$ cat config.mk
export PLATFORM = sky130hd
export DESIGN_NAME = i2c_fnv1a_multi_periph
export DESIGN_NICKNAME = d
export VERILOG_FILES = /design/src/rtl/i2c_fnv_pkg.sv /design/src/rtl/fnv1a_lane.sv /design/src/rtl/i2c_fnv1a_multi_periph.sv
export SDC_FILE = /design/constraint.sdc
export NUM_CORES = 1
export LEC_CHECK = 0
export BUFFER_PORTS_ARGS = -buffer_cell sky130_fd_sc_hd__buf_2
export CAP_MARGIN = 20
export CORE_MARGIN = 2
export CORE_UTILIZATION = 45
export CTS_CLUSTER_DIAMETER = 30
export DETAILED_ROUTE_END_ITERATION = 10
export SETUP_SLACK_MARGIN = 0.1
export SYNTH_ARGS = -nofsm -noshare
export SYNTH_HDL_FRONTEND = slang
export SYNTH_SLANG_ARGS = --single-unit
$ cat constraint.sdc
create_clock -name clk -period 6.3 [get_ports clk]
set_input_delay 0.315 -clock clk [delete_from_list [all_inputs] [get_ports clk]]
set_output_delay 0.315 -clock clk [all_outputs]
set_load 0.05 [all_outputs]
$ cat src/rtl/i2c_fnv_pkg.sv
// Shared constants and types for the I2C FNV-1a hash peripheral.
package i2c_fnv_pkg;

  localparam logic [31:0] FNV_PRIME_32 = 32'h0100_0193;
  localparam logic [63:0] FNV_PRIME_64 = 64'h0000_0100_0000_01B3;
  localparam logic [31:0] FNV_BASIS_32 = 32'h811C_9DC5;
  localparam logic [63:0] FNV_BASIS_64 = 64'hCBF2_9CE4_8422_2325;

  typedef enum logic [1:0] {OP_CLEAR, OP_ABSORB, OP_SELECT, OP_RSVD} op_e;

  typedef enum logic {NONE, ABSORB} mode_e;

  typedef enum logic [3:0] {
    IDLE, ADDR, ADDR_ACK, CMD, CMD_ACK, WDATA, WDATA_ACK, RDATA, RDATA_ACK, IGNORE
  } i2c_state_e;

endpackage

$ cat src/rtl/fnv1a_lane.sv
// One FNV-1a hash lane: xor a byte in, multiply by the FNV prime, truncate to HASH_W.
module fnv1a_lane #(
  parameter int unsigned HASH_W = 32
) (
  input  logic              clk,
  input  logic              reset,
  input  logic              clr,
  input  logic              en,
  input  logic [7:0]        din,
  output logic [HASH_W-1:0] hash
);
  import i2c_fnv_pkg::*;

  localparam logic [HASH_W-1:0] PRIME =
      (HASH_W == 64) ? HASH_W'(FNV_PRIME_64) : HASH_W'(FNV_PRIME_32);
  localparam logic [HASH_W-1:0] BASIS =
      (HASH_W == 64) ? HASH_W'(FNV_BASIS_64) : HASH_W'(FNV_BASIS_32);

  logic [HASH_W-1:0] mixed, prod;

  // Constant multiply: only the set bits of PRIME contribute a shifted term.
  always_comb begin
    mixed = hash ^ HASH_W'(din);
    prod  = '0;
    for (int i = 0; i < HASH_W; i++) begin
      if (PRIME[i]) prod = prod + (mixed << i);
    end
  end

  always_ff @(posedge clk) begin
    if (reset || clr) hash <= BASIS;
    else if (en)      hash <= prod;
  end

endmodule

$ cat src/rtl/i2c_fnv1a_multi_periph.sv
// Oversampled I2C target exposing NUM_CH FNV-1a lanes: writes absorb bytes, reads return a digest.
module i2c_fnv1a_multi_periph #(
  parameter logic [6:0]  I2C_ADDR = 7'h2A,
  parameter int unsigned HASH_W   = 32,
  parameter int unsigned NUM_CH   = 4
) (
  input  logic       clk,
  input  logic       reset,
  input  logic       scl_i,
  input  logic       sda_i,
  output logic       sda_oe,
  output logic       busy,
  output logic       hash_upd,
  output logic [5:0] upd_ch
);
  import i2c_fnv_pkg::*;

  localparam int         NBYTES   = HASH_W / 8;
  localparam logic [2:0] LAST_IDX = 3'(NBYTES - 1);
  localparam logic [6:0] NUM_CH_W = 7'(NUM_CH);

  logic [2:0] scl_s, sda_s;
  logic       scl_rise, scl_fall, start_det, stop_det, sda_bit;

  // Sync resets to the idle-bus level so reset release never looks like START.
  always_ff @(posedge clk) begin
    if (reset) begin
      scl_s <= 3'b111;
      sda_s <= 3'b111;
    end else begin
      scl_s <= {scl_s[1:0], scl_i};
      sda_s <= {sda_s[1:0], sda_i};
    end
  end

  assign scl_rise  = scl_s[1] & ~scl_s[2];
  assign scl_fall  = ~scl_s[1] & scl_s[2];
  assign start_det = scl_s[1] & scl_s[2] & sda_s[2] & ~sda_s[1];
  assign stop_det  = scl_s[1] & scl_s[2] & ~sda_s[2] & sda_s[1];
  assign sda_bit   = sda_s[1];

  i2c_state_e        state_q, state_d;
  logic [3:0]        bit_cnt_q, bit_cnt_d;
  logic [7:0]        shreg_q, shreg_d;
  logic              done_q, done_d, ack_q, ack_d, rw_q, rw_d;
  logic              sda_oe_q, sda_oe_d, busy_q, busy_d;
  mode_e             mode_q, mode_d;
  logic [5:0]        sel_ch_q, sel_ch_d;
  logic [2:0]        rd_idx_q, rd_idx_d, nxt_idx;
  logic [HASH_W-1:0] shadow_q, shadow_d, sel_hash;
  logic [7:0]        cur_byte, nxt_byte;
  logic [NUM_CH-1:0] clr, lane_en;
  logic [HASH_W-1:0] lane_hash [NUM_CH];
  op_e               op;
  logic [5:0]        cmd_ch;
  logic              cmd_ok;

  assign hash_upd = done_q && (state_q == WDATA) && (mode_q == ABSORB);
  assign upd_ch   = hash_upd ? sel_ch_q : 6'd0;
  assign sda_oe   = sda_oe_q;
  assign busy     = busy_q;
  assign op       = op_e'(shreg_q[7:6]);
  assign cmd_ch   = shreg_q[5:0];
  assign cmd_ok   = (op != OP_RSVD) && ({1'b0, cmd_ch} < NUM_CH_W);
  assign nxt_idx  = (rd_idx_q == LAST_IDX) ? 3'd0 : rd_idx_q + 3'd1;

  for (genvar g = 0; g < NUM_CH; g++) begin : g_lane
    fnv1a_lane #(.HASH_W(HASH_W)) u_lane (
      .clk  (clk),
      .reset(reset),
      .clr  (clr[g]),
      .en   (lane_en[g]),
      .din  (shreg_q),
      .hash (lane_hash[g])
    );
  end

  always_comb begin
    sel_hash = lane_hash[0];
    lane_en  = '0;
    for (int i = 0; i < NUM_CH; i++) begin
      if (sel_ch_q == i[5:0]) sel_hash = lane_hash[i];
      lane_en[i] = hash_upd && (sel_ch_q == i[5:0]);
    end
  end

  always_comb begin
    cur_byte = shadow_q[HASH_W-1 -: 8];
    nxt_byte = shadow_q[HASH_W-1 -: 8];
    for (int i = 0; i < NBYTES; i++) begin
      if (rd_idx_q == i[2:0]) cur_byte = shadow_q[HASH_W-1-8*i -: 8];
      if (nxt_idx == i[2:0])  nxt_byte = shadow_q[HASH_W-1-8*i -: 8];
    end
  end

  always_comb begin
    state_d   = state_q;
    bit_cnt_d = bit_cnt_q;
    shreg_d   = shreg_q;
    done_d    = 1'b0;
    ack_d     = ack_q;
    rw_d      = rw_q;
    sda_oe_d  = sda_oe_q;
    busy_d    = busy_q;
    mode_d    = mode_q;
    sel_ch_d  = sel_ch_q;
    rd_idx_d  = rd_idx_q;
    shadow_d  = shadow_q;
    clr       = '0;
    if (stop_det) begin
      state_d   = IDLE;
      bit_cnt_d = '0;
      sda_oe_d  = 1'b0;
      busy_d    = 1'b0;
    end else if (start_det) begin
      state_d   = ADDR;
      bit_cnt_d = '0;
      sda_oe_d  = 1'b0;
    end else begin
      // Byte-complete decisions land one clk after the 8th sample, ahead of the ACK slot.
      if (done_q) begin
        case (state_q)
          ADDR: begin
            ack_d = (shreg_q[7:1] == I2C_ADDR);
            rw_d  = shreg_q[0];
            if (ack_d) busy_d = 1'b1;
            if (ack_d && shreg_q[0]) begin
              shadow_d = sel_hash;
              rd_idx_d = '0;
            end
          end
          CMD: begin
            ack_d = cmd_ok;
            if (cmd_ok) begin
              case (op)
                OP_CLEAR: begin
                  mode_d = NONE;
                  for (int i = 0; i < NUM_CH; i++) clr[i] = (cmd_ch == i[5:0]);
                end
                OP_ABSORB: begin
                  sel_ch_d = cmd_ch;
                  mode_d   = ABSORB;
                end
                OP_SELECT: begin
                  sel_ch_d = cmd_ch;
                  mode_d   = NONE;
                end
                default: ;
              endcase
            end
          end
          WDATA:   ack_d = 1'b1;
          default: ;
        endcase
      end
      case (state_q)
        ADDR, CMD, WDATA: begin
          if (scl_rise && (bit_cnt_q != 4'd8)) begin
            shreg_d   = {shreg_q[6:0], sda_bit};
            bit_cnt_d = bit_cnt_q + 4'd1;
            done_d    = (bit_cnt_q == 4'd7);
          end else if (scl_fall && (bit_cnt_q == 4'd8)) begin
            bit_cnt_d = '0;
            sda_oe_d  = ack_q;
            if (!ack_q)                state_d = IGNORE;
            else if (state_q == ADDR)  state_d = ADDR_ACK;
            else if (state_q == CMD)   state_d = CMD_ACK;
            else                       state_d = WDATA_ACK;
          end
        end
        ADDR_ACK: begin
          if (scl_fall) begin
            state_d  = rw_q ? RDATA : CMD;
            sda_oe_d = rw_q ? ~cur_byte[7] : 1'b0;
          end
        end
        CMD_ACK, WDATA_ACK: begin
          if (scl_fall) begin
            state_d  = WDATA;
            sda_oe_d = 1'b0;
          end
        end
        RDATA: begin
          if (scl_rise) begin
            bit_cnt_d = bit_cnt_q + 4'd1;
          end else if (scl_fall) begin
            if (bit_cnt_q == 4'd8) begin
              state_d  = RDATA_ACK;
              sda_oe_d = 1'b0;
            end else begin
              sda_oe_d = ~cur_byte[3'd7 - bit_cnt_q[2:0]];
            end
          end
        end
        RDATA_ACK: begin
          if (scl_rise) begin
            ack_d = ~sda_bit;
          end else if (scl_fall) begin
            bit_cnt_d = '0;
            if (ack_q) begin
              state_d  = RDATA;
              rd_idx_d = nxt_idx;
              sda_oe_d = ~nxt_byte[7];
            end else begin
              state_d  = IGNORE;
              sda_oe_d = 1'b0;
            end
          end
        end
        default: ;
      endcase
    end
  end

  always_ff @(posedge clk) begin
    if (reset) begin
      state_q   <= IDLE;
      bit_cnt_q <= '0;
      shreg_q   <= '0;
      done_q    <= 1'b0;
      ack_q     <= 1'b0;
      rw_q      <= 1'b0;
      sda_oe_q  <= 1'b0;
      busy_q    <= 1'b0;
      mode_q    <= NONE;
      sel_ch_q  <= '0;
      rd_idx_q  <= '0;
      shadow_q  <= '0;
    end else begin
      state_q   <= state_d;
      bit_cnt_q <= bit_cnt_d;
      shreg_q   <= shreg_d;
      done_q    <= done_d;
      ack_q     <= ack_d;
      rw_q      <= rw_d;
      sda_oe_q  <= sda_oe_d;
      busy_q    <= busy_d;
      mode_q    <= mode_d;
      sel_ch_q  <= sel_ch_d;
      rd_idx_q  <= rd_idx_d;
      shadow_q  <= shadow_d;
    end
  end

endmodule

==> run summary, run 1 <==
* **delay of the slowest cell on the worst path** 0.70 ns
* **TritonCTS sink count** 197
* **average wire per standard cell** 18.3 um
* **master cell of the clock root buffer** sky130_fd_sc_hd__clkbuf_16
* **Post-Route Skew** 0.0182 ns
* **Period Utilization, post-route** 0.867
* **Max stage delay cell, worst path** sky130_fd_sc_hd__xnor2_1
* **Setup violations, final** 0
* **total nets after synthesis** 3336
* **ys flop type** sky130_fd_sc_hd__dfxtp_1
* **R2R depth** 18
* **R2R Path Start** shreg_q[3]
* **worst min-delay path endpoint** shreg_q[7]
* **run status** finished clean
* **Vias/cell** 5.42
* **startpoint types** flip-flop
* **antenna viol nets, final** 0
* **Critical Path End Type** flip-flop
* **wire length of the first global-routing pass** 104000 um
* **DRC violations left** 0
* **area share of and/or/nand/nor cells after synthesis** 0.112
* **Worst Path Arrival** 5.84 ns
* **Worst setup startpoint** shreg_q[3]
* **Relative slew margins** 0.329
* **fraction of the mapped netlist area in compound gates** 0.164
* **fraction of synthesized area in multiplexers** 0.0207
* **Layout area overhead** 6.12%
* **dominant combinational cell family by area after synthesis** adder cells
* **Slew @ Worst Pin** 1.00 ns
* **final WL** 63400 um
* **Finished Core Util** 0.484
* **H-Tree Depth** 4
* **launch instance of the worst min-delay path** reset
* **Pins Over Slew Limit** 0
* **Final Critical Period** 5.46 ns
* **Mapped Avg Cell Area** 8.60 um2
* **reported max-cap violation count** 0
* **number of placed I/O pins** 13
* **clock input transition at the sequential cells of the worst setup and hold paths** 0.08 ns
* **count of buffers from port buffering** 12
* **highest clock rate** 183 MHz
* **setup repair after global routing missed its margin** no
* **power per cell area** 96.9 nW/um2
* **largest fanout on the critical path** 8
* **worst-path cell chain** xnor2_1 > inv_1 > ha_1 > a21oi_1 > fa_1 > inv_1 > fa_1 > ha_1 > and2_1 > and3_1 > nand4_1 > o22ai_1 > nor3_2 > o21ai_2 > a2111oi_2 > o41a_1 > xnor2_1 > o21ai_1
* **R2R setup slack** 0.84 ns
* **maximum VDD drop** 0.221 mV
* **Multi-input gate area** 17900 um2
* **number of hold violations in the final report** 0
* **end of the worst register-to-register path** g_lane[0].u_lane.hash[31]
* **area taken by flip-flops and latches** 3940 um2
* **fraction of the yosys area taken by sequential cells** 0.164
* **half-perimeter wire length after detailed placement** 50700 um
* **type of the most critical hold path** in -> reg
* **layout cells sized above 1** 0.0488
* **largest cells by area after synthesis** sky130_fd_sc_hd__fa_1, sky130_fd_sc_hd__dfxtp_1, sky130_fd_sc_hd__ha_1, sky130_fd_sc_hd__inv_1, sky130_fd_sc_hd__xnor2_1
* **most common cell after layout, fill and taps aside** sky130_fd_sc_hd__inv_1
* **overall die height** 235 um
* **via count** 18800
* **synthesized-area fraction occupied by adder cells** 0.364
* **count of synthesis-stage warnings from yosys** 0
* **n_diodes** 0
* **leakage component of the power** 12.2 nW
* **GR Util All Layers** 0.237
* **proportion of synthesized flip-flops having asynchronous set or reset** 0
* **Pre-Repair DR Iteration Count** 7
* **data required time at the worst endpoint** 6.68 ns
* **maximum number of pins on one net before global-route repair** 67
* **clock tree from TritonCTS** done
* **post-synthesis register bit count** 197
* **sum of overflow across all layers after global routing** 0
* **Worst Path Class, Setup** reg -> reg
* **fraction of synthesized cell area taken by the top area cell type** 0.227
* **number of cells produced by synthesis** 2795
* **via count of the first global-routing pass** 19200
* **CP Buf/Inv Count** 2
* **width of the chip** 235 um
* **Post-Synth XOR/XNOR Area** 0.0827
* **number of cells on the worst hold path** 2
* **final-layout worst hold slack** 0.330 ns
* **Top delay family on crit path** adder cells
* **Total Die Area** 55300 um2
* **net count of the finished layout** 3313
* **Num CTS Buffers** 17
* **Row Count** 84
* **core footprint** 52700 um2
* **clock latency on the worst-skew pair** 0.51 ns
* **number of fill cells** 5140
* **number of enable-type register cells in the synthesized netlist** 0
* **commonest non-fill, non-tap cells in the layout** sky130_fd_sc_hd__inv_1, sky130_fd_sc_hd__fa_1, sky130_fd_sc_hd__ha_1
* **total negative slack** 0 ns
* **top cell type by total area after synthesis** sky130_fd_sc_hd__fa_1
* **last weighted congestion value of the routability-driven placer** 0.919
* **summed instance area of the synthesized netlist** 24000 um2
* **distinct cell type count after synthesis** 83
* **effective utilization at floorplan** 0.457
* **DRT iter0 DRCs** 1275
* **Max Root-Sink Buffers** 2
* **number of antenna violations at the first check in global routing** 0
-- cell type report --
cell class                      instances  share of cell area
Sequential cell                       197               0.155
Timing Repair Buffer                   49              0.0139
Tap cell                              688              0.0337
Clock buffer                           17              0.0167
Clock inverter                         15             0.00726
Multi-Input combinational cell       2016               0.702
Inverter                              491              0.0723
-- state kept, by name (all words and copies together) (netlist names) --
name / flops
g_lane.u_lane.hash: 128
shadow_q: 32
shreg_q: 8
sel_ch_q: 6
bit_cnt_q: 4
state_q: 4
rd_idx_q: 3
scl_s: 3
sda_s: 3
ack_q: 1
busy: 1
done_q: 1
mode_q: 1
rw_q: 1
sda_oe: 1
-- timing repair --
item / in CTS / in global routing
setup buffers: 0 / 0
gates resized for setup: 0 / 0
hold buffers: 2 / 0
endpoints found under the hold margin: 2 / 0
-- worst max path at each step --
stage                                           end  slack (ns)  depth (start not counted)
after global placement    g_lane[0].u_lane.hash[31]        1.02                         18
final                     g_lane[0].u_lane.hash[31]        0.84                         18
after global routing      g_lane[2].u_lane.hash[24]        0.41                         17
after detailed placement  g_lane[2].u_lane.hash[24]        0.95                         17
after floorplan           g_lane[3].u_lane.hash[28]        1.52                         19
after CTS                 g_lane[2].u_lane.hash[24]        0.91                         18
-- cells by family after synthesis --
family / after synthesis
AOI/OAI and AO/OA: 619
and+or+nand+nor: 591
buffers and inverters: 582
adders and majority gates: 537
xor gates and xnor gates: 226
DFF: 197
muxes: 43
-- metal layers --
metal | GRT usage | routed length [um]
met1 | 0.322 | 29400
met2 | 0.395 | 30000
met3 | 0.0372 | 3000
met4 | 0.0562 | 983
met5 | 0 | 0
-- synthesized netlist by cell type, drive strengths merged (4+ instances only) --
library cell,count
dfxtp,197
nand3,47
fa,272
or3,9
nand3b,6
nand2b,12
nor4,8
o211ai,42
xnor2,146
a31oi,21
xor2,80
a22oi,4
clkbuf,58
a21o,58
mux4,5
inv,490
o21a,19
a21boi,5
mux2i,35
nor3,23
and3,11
o21ai,90
a21oi,236
and2,13
a211o,5
nand2,207
ha,265
a211oi,84
or2,17
buf,33
a2111oi,5
o31ai,5
nand4,13
nor2,196
nor2b,16
o21bai,17
-- power by group --
| group | switching [mW] | total, mW | internal, mW |
|---|---|---|---|
| registers | 0.00247 | 1.25 | 1.25 |
| clock network | 0.627 | 1.17 | 0.540 |
| logic | 0.0417 | 0.0569 | 0.0152 |
-- stage by stage --
stage | worst slack [ns] | cell area [um2] | power, mW | cells
6_report | 0.837 | 25500 | 2.47 | 3473
2_1_floorplan | 1.52 | 24000 | 1.31 | 2795
5_1_grt | 0.415 | 25500 | 2.55 | 3473
3_3_place_gp | 1.02 | 24900 | 1.33 | 3438
3_5_place_dp | 0.950 | 24900 | 1.33 | 3438
4_1_cts | 0.910 | 25500 | 2.51 | 3472
-- worst reg2reg max path, cell delays in order (launching register included) --
cell,delay [ns]
sky130_fd_sc_hd__dfxtp_1,0.50
sky130_fd_sc_hd__xnor2_1,0.70
sky130_fd_sc_hd__inv_1,0.22
sky130_fd_sc_hd__ha_1,0.42
sky130_fd_sc_hd__a21oi_1,0.12
sky130_fd_sc_hd__fa_1,0.58
sky130_fd_sc_hd__inv_1,0.06
sky130_fd_sc_hd__fa_1,0.48
sky130_fd_sc_hd__ha_1,0.37
sky130_fd_sc_hd__and2_1,0.18
sky130_fd_sc_hd__and3_1,0.18
sky130_fd_sc_hd__nand4_1,0.18
sky130_fd_sc_hd__o22ai_1,0.11
sky130_fd_sc_hd__nor3_2,0.34
sky130_fd_sc_hd__o21ai_2,0.15
sky130_fd_sc_hd__a2111oi_2,0.37
sky130_fd_sc_hd__o41a_1,0.21
sky130_fd_sc_hd__xnor2_1,0.12
sky130_fd_sc_hd__o21ai_1,0.06
Note: power is estimated with default switching activity, not from simulation.
==> run 2, diff against run 1 <==
--- a/config.mk
+++ b/config.mk
@@ -7,7 +7,8 @@
 export LEC_CHECK = 0
 export BUFFER_PORTS_ARGS = -buffer_cell sky130_fd_sc_hd__buf_2
 export CAP_MARGIN = 20
-export CORE_MARGIN = 2
+export CORE_ASPECT_RATIO = 0.75
+export CORE_MARGIN = 8
 export CORE_UTILIZATION = 45
 export CTS_CLUSTER_DIAMETER = 30
 export DETAILED_ROUTE_END_ITERATION = 10
==> run 2 against run 1 <==
Net effect:
- register-to-register slack got worse by 0.04 ns
- sequential cell count did not move
- combinational power fell by 1%
- fmax fell by 0.72%
- sequential share of layout area barely moved
- critical path type unchanged
- die area rose by 11%
- count of clock-buffer cells in the layout rose by 1
- final area barely moved
- cell count rose by 0.63%
- worst hold slack got worse by 0.30 ns
- power fell by 0.77%
==> run summary, run 2 (same netlist as run 1, synthesis figures left out) <==
* **clock latency on the worst-skew pair** 0.48 ns
* **Layout area overhead** 6.04%
* **via count of the first global-routing pass** 19200
* **maximum VDD drop** 0.164 mV
* **number of hold violations in the final report** 0
* **Pre-Repair DR Iteration Count** 5
* **leakage component of the power** 12.2 nW
* **most common cell after layout, fill and taps aside** sky130_fd_sc_hd__inv_1
* **Setup violations, final** 0
* **average wire per standard cell** 18.5 um
* **type of the most critical hold path** in -> reg
* **overall die height** 216 um
* **startpoint types** flip-flop
* **half-perimeter wire length after detailed placement** 52000 um
* **core footprint** 52900 um2
* **clock input transition at the sequential cells of the worst setup and hold paths** 0.09 ns
* **R2R depth** 17
* **power per cell area** 96.2 nW/um2
* **Largest register FFs** 128
* **Pins Over Slew Limit** 0
* **Finished Layout Cells** 3495
* **Slew @ Worst Pin** 1.08 ns
* **master cell of the clock root buffer** sky130_fd_sc_hd__clkbuf_16
* **Period Utilization, post-route** 0.873
* **Top reg by flops** g_lane.u_lane.hash
* **largest fanout on the critical path** 6
* **final WL** 64800 um
* **Critical Path End Type** flip-flop
* **sum of overflow across all layers after global routing** 0
* **commonest non-fill, non-tap cells in the layout** sky130_fd_sc_hd__inv_1, sky130_fd_sc_hd__fa_1, sky130_fd_sc_hd__ha_1
* **H-Tree Depth** 4
* **GR Util All Layers** 0.217
* **Post-Route Skew** 0.0157 ns
* **net count of the finished layout** 3311
* **number of placed I/O pins** 13
* **run status** finished clean
* **number of cells on the worst hold path** 2
* **Max stage delay cell, worst path** sky130_fd_sc_hd__xnor2_1
* **Final Critical Period** 5.50 ns
* **via count** 19000
* **total negative slack** 0 ns
* **delay of the slowest cell on the worst path** 0.85 ns
* **DRC violations left** 0
* **highest clock rate** 182 MHz
* **worst-path cell chain** xnor2_1 > inv_1 > fa_1 > inv_1 > fa_1 > inv_1 > fa_1 > ha_1 > nand3_1 > or3_1 > o22ai_1 > nor3_2 > o21ai_2 > a2111oi_2 > o41a_1 > xnor2_1 > o21ai_1
* **Max Root-Sink Buffers** 2
* **Relative slew margins** 0.280
* **setup repair after global routing missed its margin** no
* **Finished Core Util** 0.482
* **Num CTS Buffers** 17
* **layout cells sized above 1** 0.0481
* **count of buffers from port buffering** 12
* **maximum number of pins on one net before global-route repair** 67
* **Placed Cells incl. Taps** 3461
* **TritonCTS sink count** 197
* **width of the chip** 283 um
* **Power Total** 2.45 mW
* **Row Count** 73
* **Worst Path Arrival** 5.85 ns
* **setup slack at placement** 0.886 ns
* **data required time at the worst endpoint** 6.65 ns
* **number of antenna violations at the first check in global routing** 0
* **antenna viol nets, final** 0
* **effective utilization at floorplan** 0.455
* **Vias/cell** 5.45
* **n_diodes** 0
* **clock tree from TritonCTS** done
* **count of cells resized by post-cts repair** 0
* **final setup margin** 0.797 ns
* **reported max-cap violation count** 0
* **wire length of the first global-routing pass** 106000 um
* **last weighted congestion value of the routability-driven placer** 0.978
* **Worst Path Class, Setup** reg -> reg
* **biggest registers after layout** g_lane.u_lane.hash x128, shadow_q x32, shreg_q x8
* **Total Die Area** 61100 um2
* **DRT iter0 DRCs** 1597
[run 2: cell types whose count changed in the layout (fill, tap and decap cells not counted), sizes merged]
cell,previous run,this run
inv,497,498
clkbuf,17,19
buf,47,45
clkinv,9,7
dlygate4sd3,2,1
[run 2: metrics by stage]
stage          hold WS (ns)  instance area, um2
3_3_place_gp          0.405               24900
3_5_place_dp          0.404               24900
5_1_grt             0.00583               25500
2_1_floorplan         0.389               24000
4_1_cts              0.0108               25500
6_report             0.0302               25500
[run 2: final timing paths]
check / start / end / slack [ns]
hold reg to reg: sda_s[0] / sda_s[1] / 0.42
setup reg to reg: g_lane[0].u_lane.hash[7] / g_lane[0].u_lane.hash[31] / 0.80
hold / removal: scl_i / scl_s[0] / 0.03
setup / recovery: g_lane[0].u_lane.hash[7] / g_lane[0].u_lane.hash[31] / 0.80
[run 2: cell type report]
class / count / area, um2
tap: 712 / 891
sequential: 197 / 3940
timing repair buffer: 47 / 332
fill: 5059 / 27400
clock inverter: 14 / 156
clock buffer: 18 / 429
inverter: 491 / 1840
multi-input combinational: 2016 / 17900
[run 2: power breakdown]
part,switching [mW],internal (mW),leakage (nW),total [mW]
Clock,0.614,0.534,0.287,1.15
Combinational,0.0414,0.0149,10.3,0.0563
Sequential,0.00252,1.25,1.59,1.25
Total,0.658,1.79,12.2,2.45
[run 2: critical path, delay by kind of cell (launching register included)]
kind | cells | cell delay (ns)
xor+xnor | 2 | 0.99
buf+inv | 3 | 0.43
compound gates | 5 | 0.99
simple gates | 3 | 0.69
flops | 1 | 0.34
fa+ha+maj | 4 | 1.92
[run 2: metal layers]
metal  up-vias  global-route usage  routed length, um
li1       9155                   -                  -
met1      9281               0.322              31400
met2       522               0.319              27400
met3        78              0.0481               4760
met4         0              0.0471               1180
met5         -                   0                  0
[run 2: repair_timing]
action / in CTS / in global routing
hold buffers: 1 / 0
setup endpoints to repair: 0 / 0
buffers inserted: 0 / 0
endpoints found under the hold margin: 1 / 0
==> run 3, diff against run 2 <==
--- a/config.mk
+++ b/config.mk
@@ -12,6 +12,8 @@
 export CORE_UTILIZATION = 45
 export CTS_CLUSTER_DIAMETER = 30
 export DETAILED_ROUTE_END_ITERATION = 10
+export RECOVER_POWER = 25
+export REMOVE_ABC_BUFFERS = 1
 export SETUP_SLACK_MARGIN = 0.1
 export SYNTH_ARGS = -nofsm -noshare
 export SYNTH_HDL_FRONTEND = slang
==> constraint.sdc (replaced) <==
create_clock -name clk -period 6.3 [get_ports clk]
set_input_delay 0.63 -clock clk [delete_from_list [all_inputs] [get_ports clk]]
set_output_delay 0.63 -clock clk [all_outputs]
set_load 0.05 [all_outputs]
==> run 3 against run 2 <==
Net effect:
- the run now ends with capacitance limit, slew limit left
- fmax is 2.7% higher
- clock power hardly changed
- final area is 0.17% lower
- largest cell class unchanged
==> run summary, run 3 (same netlist as run 1, synthesis figures left out) <==
* **run status** complete, but fails checks
* **violated checks** capacitance limit, slew limit
* **Num CTS Buffers** 17
* **wire length of the first global-routing pass** 105000 um
* **DRT iter0 DRCs** 1419
* **effective utilization at floorplan** 0.455
* **final setup margin** 0.941 ns
* **Layout area overhead** 5.86%
* **sum of overflow across all layers after global routing** 0
* **count of buffers from port buffering** 12
* **power per cell area** 96.7 nW/um2
* **last weighted congestion value of the routability-driven placer** 1.07
* **# Post-CTS Setup Buffers** 0
* **Pre-Repair DR Iteration Count** 6
* **Worst Path Arrival** 5.73 ns
* **count of cells resized by post-cts repair** 0
* **number of hold violations in the final report** 0
* **net count of the finished layout** 3312
* **Row Count** 73
* **biggest registers after layout** g_lane.u_lane.hash x128, shadow_q x32, shreg_q x8
* **Worst Path Class, Setup** reg -> reg
* **commonest non-fill, non-tap cells in the layout** sky130_fd_sc_hd__inv_1, sky130_fd_sc_hd__fa_1, sky130_fd_sc_hd__ha_1
* **instance area at placement** 24900 um2
* **Pins Over Slew Limit** 108
* **number of antenna violations at the first check in global routing** 1
* **leakage component of the power** 12.1 nW
* **overall die height** 216 um
* **largest fanout on the critical path** 8
* **maximum number of pins on one net before global-route repair** 67
* **Period Utilization, post-route** 0.851
* **Relative slew margins** -0.553
* **Max Root-Sink Buffers** 2
* **Vias/cell** 5.42
* **width of the chip** 283 um
* **most common cell after layout, fill and taps aside** sky130_fd_sc_hd__inv_1
* **Total Die Area** 61100 um2
* **master cell of the clock root buffer** sky130_fd_sc_hd__clkbuf_16
* **TritonCTS sink count** 197
* **layout cells sized above 1** 0.0435
* **H-Tree Depth** 4
* **Final Critical Period** 5.36 ns
* **reported max-cap violation count** 3
* **GR Util All Layers** 0.217
* **Post-Route Skew** 0.0183 ns
* **core footprint** 52900 um2
* **highest clock rate** 187 MHz
* **clock latency on the worst-skew pair** 0.49 ns
* **maximum VDD drop** 0.151 mV
* **type of the most critical hold path** in -> reg
* **via count of the first global-routing pass** 19100
* **half-perimeter wire length after detailed placement** 51600 um
* **via count** 19000
* **n_diodes** 0
* **Largest register FFs** 128
* **data required time at the worst endpoint** 6.67 ns
* **Top reg by flops** g_lane.u_lane.hash
* **setup slack at placement** 0.934 ns
* **post-route standard cell area excluding fillers** 25400 um2
* **Setup violations, final** 0
* **average wire per standard cell** 18.5 um
* **Slew @ Worst Pin** 2.31 ns
* **clock input transition at the sequential cells of the worst setup and hold paths** 0.08 ns
* **number of placed I/O pins** 13
* **startpoint types** flip-flop
* **setup repair after global routing missed its margin** no
* **Critical Path End Type** flip-flop
* **hold-fix buffers at CTS** 0
* **antenna viol nets, final** 0
* **final WL** 64800 um
* **clock tree from TritonCTS** done
* **DRC violations left** 0
==> run 3: cell types whose count changed in the layout (fill, tap and decap cells not counted), moves of 2 or more <==
cell | previous run | this run
sky130_fd_sc_hd__clkbuf_1 | 1 | 11
sky130_fd_sc_hd__and2_0 | 0 | 3
sky130_fd_sc_hd__and2_1 | 13 | 10
sky130_fd_sc_hd__clkinv_4 | 1 | 4
sky130_fd_sc_hd__inv_6 | 5 | 1
sky130_fd_sc_hd__buf_4 | 33 | 31
sky130_fd_sc_hd__buf_2 | 12 | 6
==> run 3: layout make-up <==
class | instances | area [um2]
fillers | 5145 | 27400
multi-input cells | 2016 | 17900
flip-flops and latches | 197 | 3940
inverters | 491 | 1840
well taps | 712 | 891
clock buffers | 17 | 425
repair buffers | 48 | 304
clock inverters | 15 | 166
==> run 3: report_power, final <==
group / internal, mW / leakage [nW] / switching, mW / total [mW]
Combinational: 0.0130 / 10.3 / 0.0430 / 0.0560
Clock: 0.532 / 0.286 / 0.625 / 1.16
Sequential: 1.25 / 1.59 / 0.00229 / 1.25
Total: 1.79 / 12.1 / 0.670 / 2.46
==> run 3: per-layer routing <==
layer  GRT usage  wire length [um]  up-vias  share of wire
li1            -                 -     9146              -
met1       0.310             30700     9211           0.47
met2       0.326             27900      533           0.43
met3      0.0621              5340       61          0.082
met4      0.0386               834        0          0.013
met5           0                 0        -              0
==> run 3: metrics by stage <==
stage	hold WS [ns]	setup TNS, ns	std cells	power, mW	utilization
6_report	0.346	0	3496	2.46	0.481
5_1_grt	0.326	0	3496	2.55	0.481
4_1_cts	0.322	0	3496	2.49	0.482
3_5_place_dp	0.395	0	3464	1.33	0.471
3_3_place_gp	0.401	0	3464	1.33	0.471
2_1_floorplan	0.389	-0.395	2704	1.31	-
==> run 3: final timing paths <==
kind              start                        end  slack (ns)  depth (start not counted)
max          shreg_q[4]  g_lane[1].u_lane.hash[31]        0.94                         18
min               sda_i                   sda_s[0]        0.35                          2
max reg2reg  shreg_q[4]  g_lane[1].u_lane.hash[31]        0.94                         18
min reg2reg    scl_s[0]                   scl_s[1]        0.41                          1
==> run 3: critical path: stages, from the launching register on <==
cell                      delay, ns
sky130_fd_sc_hd__dfxtp_1       0.54
sky130_fd_sc_hd__xor2_1        0.78
sky130_fd_sc_hd__xor2_1        0.16
sky130_fd_sc_hd__ha_1          0.24
sky130_fd_sc_hd__a21oi_1       0.26
sky130_fd_sc_hd__fa_1          0.45
sky130_fd_sc_hd__inv_1         0.10
sky130_fd_sc_hd__fa_1          0.43
sky130_fd_sc_hd__ha_1          0.33
sky130_fd_sc_hd__o21a_1        0.20
sky130_fd_sc_hd__o21ai_1       0.23
sky130_fd_sc_hd__o211a_1       0.19
sky130_fd_sc_hd__o31a_1        0.30
sky130_fd_sc_hd__nand3_1       0.13
sky130_fd_sc_hd__a31oi_1       0.35
sky130_fd_sc_hd__o21ai_1       0.10
sky130_fd_sc_hd__a21oi_1       0.18
sky130_fd_sc_hd__mux2i_1       0.21
sky130_fd_sc_hd__nor2_1        0.06
